<file path="src/rtl/vmem_responder.sv">
// Single-outstanding memory responder: accepts one load/store, answers after
// LAT cycles and holds the response until the initiator consumes it.
//
// state | meaning
// IDLE  | ready for a request; req_ready=1
// WAIT  | request accepted, latency counter running down
// RESP  | response presented; held until rsp_valid && rsp_ready

module vmem_responder #(
   parameter int AW    = 8,
   parameter int DW    = 8,
   parameter int DEPTH = 256,
   parameter int LAT   = 2
) (
   input  logic          clk,
   input  logic          rst,
   input  logic          req_valid,
   output logic          req_ready,
   input  logic          req_we,
   input  logic [AW-1:0] req_addr,
   input  logic [DW-1:0] req_wdata,
   output logic          rsp_valid,
   input  logic          rsp_ready,
   output logic          rsp_we,
   output logic [DW-1:0] rsp_rdata,
   output logic          rsp_err,
   output logic          busy
);

   typedef enum logic [1:0] {
      IDLE = 2'd0,
      WAIT = 2'd1,
      RESP = 2'd2
   } state_t;

   localparam int         IW       = (DEPTH > 1) ? $clog2(DEPTH) : 1;
   localparam logic [3:0] CNT_INIT = 4'(LAT - 1);

   state_t        state_q, state_d;
   logic [3:0]    cnt_q;
   logic          accept;
   logic          in_range;
   logic [IW-1:0] idx;
   logic          rsp_we_q, rsp_err_q;
   logic [DW-1:0] rsp_rdata_q;
   logic [DW-1:0] mem [DEPTH];

   assign in_range = (32'(req_addr) < DEPTH);
   assign idx      = req_addr[IW-1:0];

   always_comb begin
      state_d = state_q;
      accept  = 1'b0;
      case (state_q)
         IDLE: begin
            if (req_valid) begin
               accept  = 1'b1;
               state_d = (LAT > 1) ? WAIT : RESP;
            end
         end
         WAIT: begin
            if (cnt_q == 4'd1) state_d = RESP;
         end
         RESP: begin
            if (rsp_ready) state_d = IDLE;
         end
         default: state_d = IDLE;
      endcase
   end

   always_ff @(posedge clk or posedge rst) begin
      if (rst) begin
         state_q     <= IDLE;
         cnt_q       <= 4'd0;
         rsp_we_q    <= 1'b0;
         rsp_err_q   <= 1'b0;
         rsp_rdata_q <= '0;
      end else begin
         state_q <= state_d;
         if (accept) begin
            cnt_q       <= CNT_INIT;
            rsp_we_q    <= req_we;
            rsp_err_q   <= ~in_range;
            rsp_rdata_q <= (!req_we && in_range) ? mem[idx] : '0;
         end else if (cnt_q != 4'd0) begin
            cnt_q <= cnt_q - 4'd1;
         end
      end
   end

   // Backing array is deliberately not reset; a store only lands on a real acceptance.
   always_ff @(posedge clk) begin
      if (accept && !rst && req_we && in_range) mem[idx] <= req_wdata;
   end

   assign req_ready = (state_q == IDLE);
   assign rsp_valid = (state_q == RESP);
   assign busy      = (state_q != IDLE);
   assign rsp_we    = rsp_we_q;
   assign rsp_err   = rsp_err_q;
   assign rsp_rdata = rsp_rdata_q;

endmodule

</file>
<file path="config.mk">
export PLATFORM = sky130hd
export DESIGN_NAME = vmem_responder
export DESIGN_NICKNAME = d
export VERILOG_FILES = /design/src/rtl/vmem_responder.sv
export SDC_FILE = /design/constraint.sdc
export NUM_CORES = 2
export LEC_CHECK = 0
export BUFFER_PORTS_ARGS = -buffer_cell sky130_fd_sc_hd__clkbuf_2
export CAP_MARGIN = 5
export CORE_MARGIN = 2
export CORE_UTILIZATION = 34
export CTS_CLUSTER_DIAMETER = 40
export CTS_CLUSTER_SIZE = 10
export DETAILED_ROUTE_END_ITERATION = 12
export PLACE_DENSITY = 0.57
export SLEW_MARGIN = 20
export SYNTH_ARGS = -nofsm -noshare
export SYNTH_HDL_FRONTEND = slang
export SYNTH_SLANG_ARGS = --single-unit
</file>
<file path="constraint.sdc">
create_clock -name clk -period 7.5 [get_ports clk]
set_input_delay 1.5 -clock clk [delete_from_list [all_inputs] [get_ports clk]]
set_output_delay 1.5 -clock clk [all_outputs]
set_load 0.02 [all_outputs]
</file>
## Word-level counts from Yosys, hierarchy flattened

Memory sizes are Yosys's and may differ from the RTL's.
Cells that the tools add are included.

- Register bits after elaboration: 15
- Memory bits (writable): 2048
- Bits of input ports: 21
- Output and inout bits: 13
- Word-level logic and storage cells: 31
- Memories kept: 1

Memory list:

| memory | words | width | rd ports | clocked after Yosys merged registers in | write ports | RTL line | RTL |
|---|---|---|---|---|---|---|---|
| mem | 256 | 8 | 1 | 0 | 1 | 46 | `logic [DW-1:0] mem [DEPTH];` |

- Add/subtract/negate cells: 1
- Equal/unequal tests: 6
- Multiplexer cells: 11
- Reductions and logical operators: 8

Operators by type and width:

| operator | count |
|---|---|
| 2-to-1 mux 4 bit | 2 |
| 2-to-1 mux 8 bit | 1 |
| 2-to-1 mux 2 bit | 3 |
| case mux 2 bit (3 select lines) | 1 |
| == test 4 x 1 -> 1 bit, second input constant | 1 |
| 2-to-1 mux 1 bit | 4 |
| != test 2 bit, second input constant | 2 |
| nonzero test 2 bit | 2 |
| nonzero test 4 bit | 1 |
| subtractor 4 x 1 -> 4 bit, second input constant | 1 |
| AND reduction 3 bit | 1 |
| == test 2 x 1 -> 1 bit, second input constant | 1 |
| == test 2 bit, second input constant | 1 |
| logical AND 1 bit | 2 |
| zero test 2 bit | 1 |
| != test 2 x 1 -> 1 bit, second input constant | 1 |
| zero test 1 bit | 1 |

## Longest topological paths before layout

- Word-level depth: 6
- Depth in mapped cells: 12
- Mapped depth without buffers: 7

## Least setup slack after synthesis

No wires, ideal clock.

- Path type: in2reg
- From: in req_addr[0]
- To: mem mem[105][0] (enable)
- Setup time: 370 ps
- Arrival time: 3611 ps
- Data required time: 7130 ps
- Slack: 3519 ps
- Cell stages on the path: 10
- Buffers on the path: 7
- Path through: buf_6 buf_4 buf_4 buf_4 buf_4 buf_4 nor2b_1 nand2_1 buf_2 nor2_1

RTL lines:

| element | RTL line | RTL |
|---|---|---|
| from (decl) | 20 | `input logic [AW-1:0] req_addr,` |
| to (decl) | 46 |  |

No word-level cell before the write port.

## Worst setup path in the final report

- From: in req_addr[1]
- To: reg rsp_rdata_q[4] (netlist: rsp_rdata[4])

- Longest elaborated chain between the ends: 2

Ends and longest elaborated chain:

| element | RTL line | RTL |
|---|---|---|
| memory read (256 x 8 bit) | -- |  |
| 2-to-1 mux 8 bit | 84 | `rsp_rdata_q <= (!req_we && in_range) ? mem[idx] : '0;` |
| to (signal assigned) | 84 |  |
| to (decl) | 45 | `logic [DW-1:0] rsp_rdata_q;` |

Every way passes these cells.
A chain may end at the register's enable or synchronous reset.

==> impl_metrics.yaml <==
yosys:
  synthFlopType: "edfxtp_1"
  synth_top_area_share_pct: 77.1
  synth_edf_count: 2048
  synth_area_leaders: "edfxtp_1 77%, mux4_2 13%, mux2i_1 1.5%, nor2_1 1.4%, a22oi_1 0.85%"
  synth_nets: 3766
  ys_seq_area_share_pct: 77.6
  ys_ff_latch: 2063
  yosys.area.top_type: "edfxtp_1"
  synth_area_um2: 79700
  ys_warn_count: 0
  synth.distinct_cells: 59
  syn_inst: 3743
  avgSynthCellArea_um2: 21.3
  async_flop_share_pct: 0.727
clocking:
  cts_tree: "built"
  h-tree-depth: 5
  hold_buffers: 0
  clk_latency_ns: 0.94
  cts.path.max_buffers: 4
  cts-resized-gates: 0
  path_clk_slew_ns: 0.05
  cts_buffers: 322
  cts_setup_buffers: 0
  clockRootBuffer: "clkbuf_16"
  cts_sinks: 2063
sta:
  rsz0062_at_grt: "false"
  fin_hold_ws_ns: 0.473
  worst_slew_pin_slew_ns: 1.33
  finalSetupTns_ns: 0
  setup_viol: 0
  fin_crit_sh_pct: 66.7
  maxSlewHeadroom_pct: 10.2
  slew_violations: 0
  fin_worst_skew_ns: 0.0463
  fmax_mhz: 200
  period_minus_slack_ns: 5.01
  timing_hold_violations_final: 0
floorplanning:
  rows: 177
  core-area_um2: 233000
  dieWidth_um: 488
  io_pins: 34
  die-area_um2: 238000
  start_util_pct: 34.2
  die_y_um: 488
hold_path:
  min_path_type: "flip-flop to flip-flop"
  hold_depth: 1
grt:
  overflow: 0
  grt_max_degree: 208
  grt_pass1_wl_mm: 297
  grtUsageTotal_pct: 17.3
  grt_pass1_vias: 40000
  antenna_found_initial: 11
routing:
  avgRoutedWirePerCell_um: 28.6
  drt_wl_total_mm: 208
  dr.pass1.iters: 5
  detail-route-antenna-nets: 0
  routed_via_density: 5.36
  drc: 0
  dr_total_vias: 39000
  drt-initial-drc-count: 4160
pwr:
  ir_drop_uv: 243
  power_density_nw_per_um2: 302
  p_leak_uw: 0.0291
setup_path:
  crit_family: "compound AO/OA/AOI/OAI gates"
  path_cells: "buf_8, buf_4, buf_4, mux4_2, mux2i_1, nor2_1, a221oi_1, a31oi_1, o41ai_1, o21ai_1"
  cp.depth: 10
  cp_slowest_cell: "o41ai_1"
  crit_buf_inv: 3
  slowest_delay_ns: 1.15
  worstPathMaxFanout: 56
  crit_path_start_kind: "input port"
  reg2reg_depth: 6
  endpoint_kind: "flip-flop"
  crit_type: "input port to flip-flop"
  required_ns: 8.23
  cpMostUsedCell: "buf_4"
  critical_path_arrival_ns: 5.73
placed_design:
  port_buffers: 32
  place_inst: 6754
  dp_hpwl_mm: 122
  gp_congestion: 0.849
finish:
  n_fill_cell: 20500
  fin_nets: 3970
  drive_above_1_share_pct: 26.3
  layout.cells.non_filler: 7282
  area_delta_synth_final_pct: 17.7
  utilization_pct: 40.3
  multi_input_area_um2: 16700
  final-seq-area_um2: 61900
status:
  status: "finished, final reports clean"
flow_run:
  drv_cap: 0
registers in the layout, summed over array words and instances (netlist names):
signal,count
mem,2048
rsp_rdata,8
cnt_q,4
state_q,2
rsp_we,1
path summary, 6_finish.rpt:
| kind | to | slack (ns) | startpoint |
|---|---|---|---|
| setup / recovery | rsp_rdata[4] | 2.50 | req_addr[1] |
| hold / removal | state_q[0] | 0.47 | state_q[1] |
| setup reg to reg | mem[149][5] | 3.10 | state_q[0] |
| hold reg to reg | state_q[0] | 0.47 | state_q[1] |
| max in group asynchronous | rsp_rdata[4] | 6.69 | rst |
| min in group asynchronous | cnt_q[2] | 0.59 | rst |
logic make-up (layout without fill, tap and decap cells):
kind of cell               Yosys count  in the layout  synth area share, %
adders and majority gates            2              2               0.0314
muxes                              628            628                 15.2
buffers and inverters              236            639                 1.50
xor gates and xnor gates             1              1               0.0110
AOI/OAI and AO/OA                  366            366                 3.28
other                                1              5              0.00470
and+or+nand+nor                    446            446                 2.40
DFF                               2063           2063                 77.6
cells in the final DEF (no fill, tap or decap), types with 7 or more instances in the layout:
| cell | n |
|---|---|
| a31oi_1 | 22 |
| a221oi_1 | 19 |
| clkinv_2 | 38 |
| buf_4 | 56 |
| a41o_1 | 14 |
| edfxtp_1 | 2048 |
| o221ai_1 | 14 |
| clkinv_1 | 35 |
| o21ai_0 | 25 |
| nand3_1 | 17 |
| o2111ai_1 | 15 |
| o21ai_1 | 13 |
| a22o_1 | 23 |
| nand2_1 | 51 |
| a21oi_1 | 53 |
| clkbuf_1 | 30 |
| dfrtp_1 | 15 |
| mux4_2 | 459 |
| clkbuf_2 | 21 |
| o211ai_1 | 16 |
| and2_1 | 8 |
| buf_8 | 10 |
| clkinvlp_4 | 25 |
| buf_12 | 14 |
| a211oi_1 | 18 |
| and3_1 | 9 |
| nor2b_1 | 20 |
| o41ai_1 | 7 |
| clkbuf_16 | 330 |
| bufinv_16 | 36 |
| mux2i_1 | 123 |
| a22oi_1 | 90 |
| inv_1 | 12 |
| inv_6 | 15 |
| mux2_2 | 46 |
| clkinv_4 | 14 |
| o22ai_1 | 23 |
| nor2_1 | 293 |
through the flow:
stage / instance area, um^2 / total power, uW / setup slack, ns
2_1_floorplan: 79700 / 13600 / 3.52
3_3_place_gp: 83500 / 14200 / 1.84
3_5_place_dp: 83600 / 14300 / 1.81
4_1_cts: 93800 / 28500 / 2.75
5_1_grt: 93800 / 29000 / 2.60
6_report: 93800 / 28300 / 2.50
final cells by class:
cell class / instances / share of cell area (%)
antenna: 4 / 0.0107
sequential: 2063 / 66.0
tap: 3132 / 4.18
clock inverter: 163 / 1.98
multi-input combinational: 1444 / 17.8
clock buffer: 360 / 8.92
timing repair buffer: 103 / 1.06
inverter: 13 / 0.0520
metal layers:
| layer | vias to the layer above | track usage, % | part of all wire [%] |
|---|---|---|---|
| met5 | - | 0 | 0.030 |
| met4 | 10 | 5.36 | 2.7 |
| met3 | 342 | 3.75 | 7.2 |
| met2 | 1582 | 28.2 | 49 |
| met1 | 20900 | 23.3 | 41 |
| li1 | 16200 | - | - |
power by group:
group | internal (uW) | switching [uW] | total, uW | leakage [uW]
combinational | 408 | 827 | 1240 | 0.00559
sequential | 12700 | 53.9 | 12800 | 0.0186
clock | 9190 | 5090 | 14300 | 0.00495
total | 22300 | 5970 | 28300 | 0.0291
cell usage after synthesis (all sizes together), types with 16 or more instances:
library cell,instances
a211oi,18
clkbuf,86
o211ai,16
buf,137
a21oi,53
mux2,46
o22ai,23
mux2i,123
nor2,294
o21ai,38
nand3,21
edfxtp,2048
nor2b,23
a31oi,22
a221oi,19
a22o,23
mux4,459
nand2,60
a22oi,90
Power figures use the tool's default switching activity.
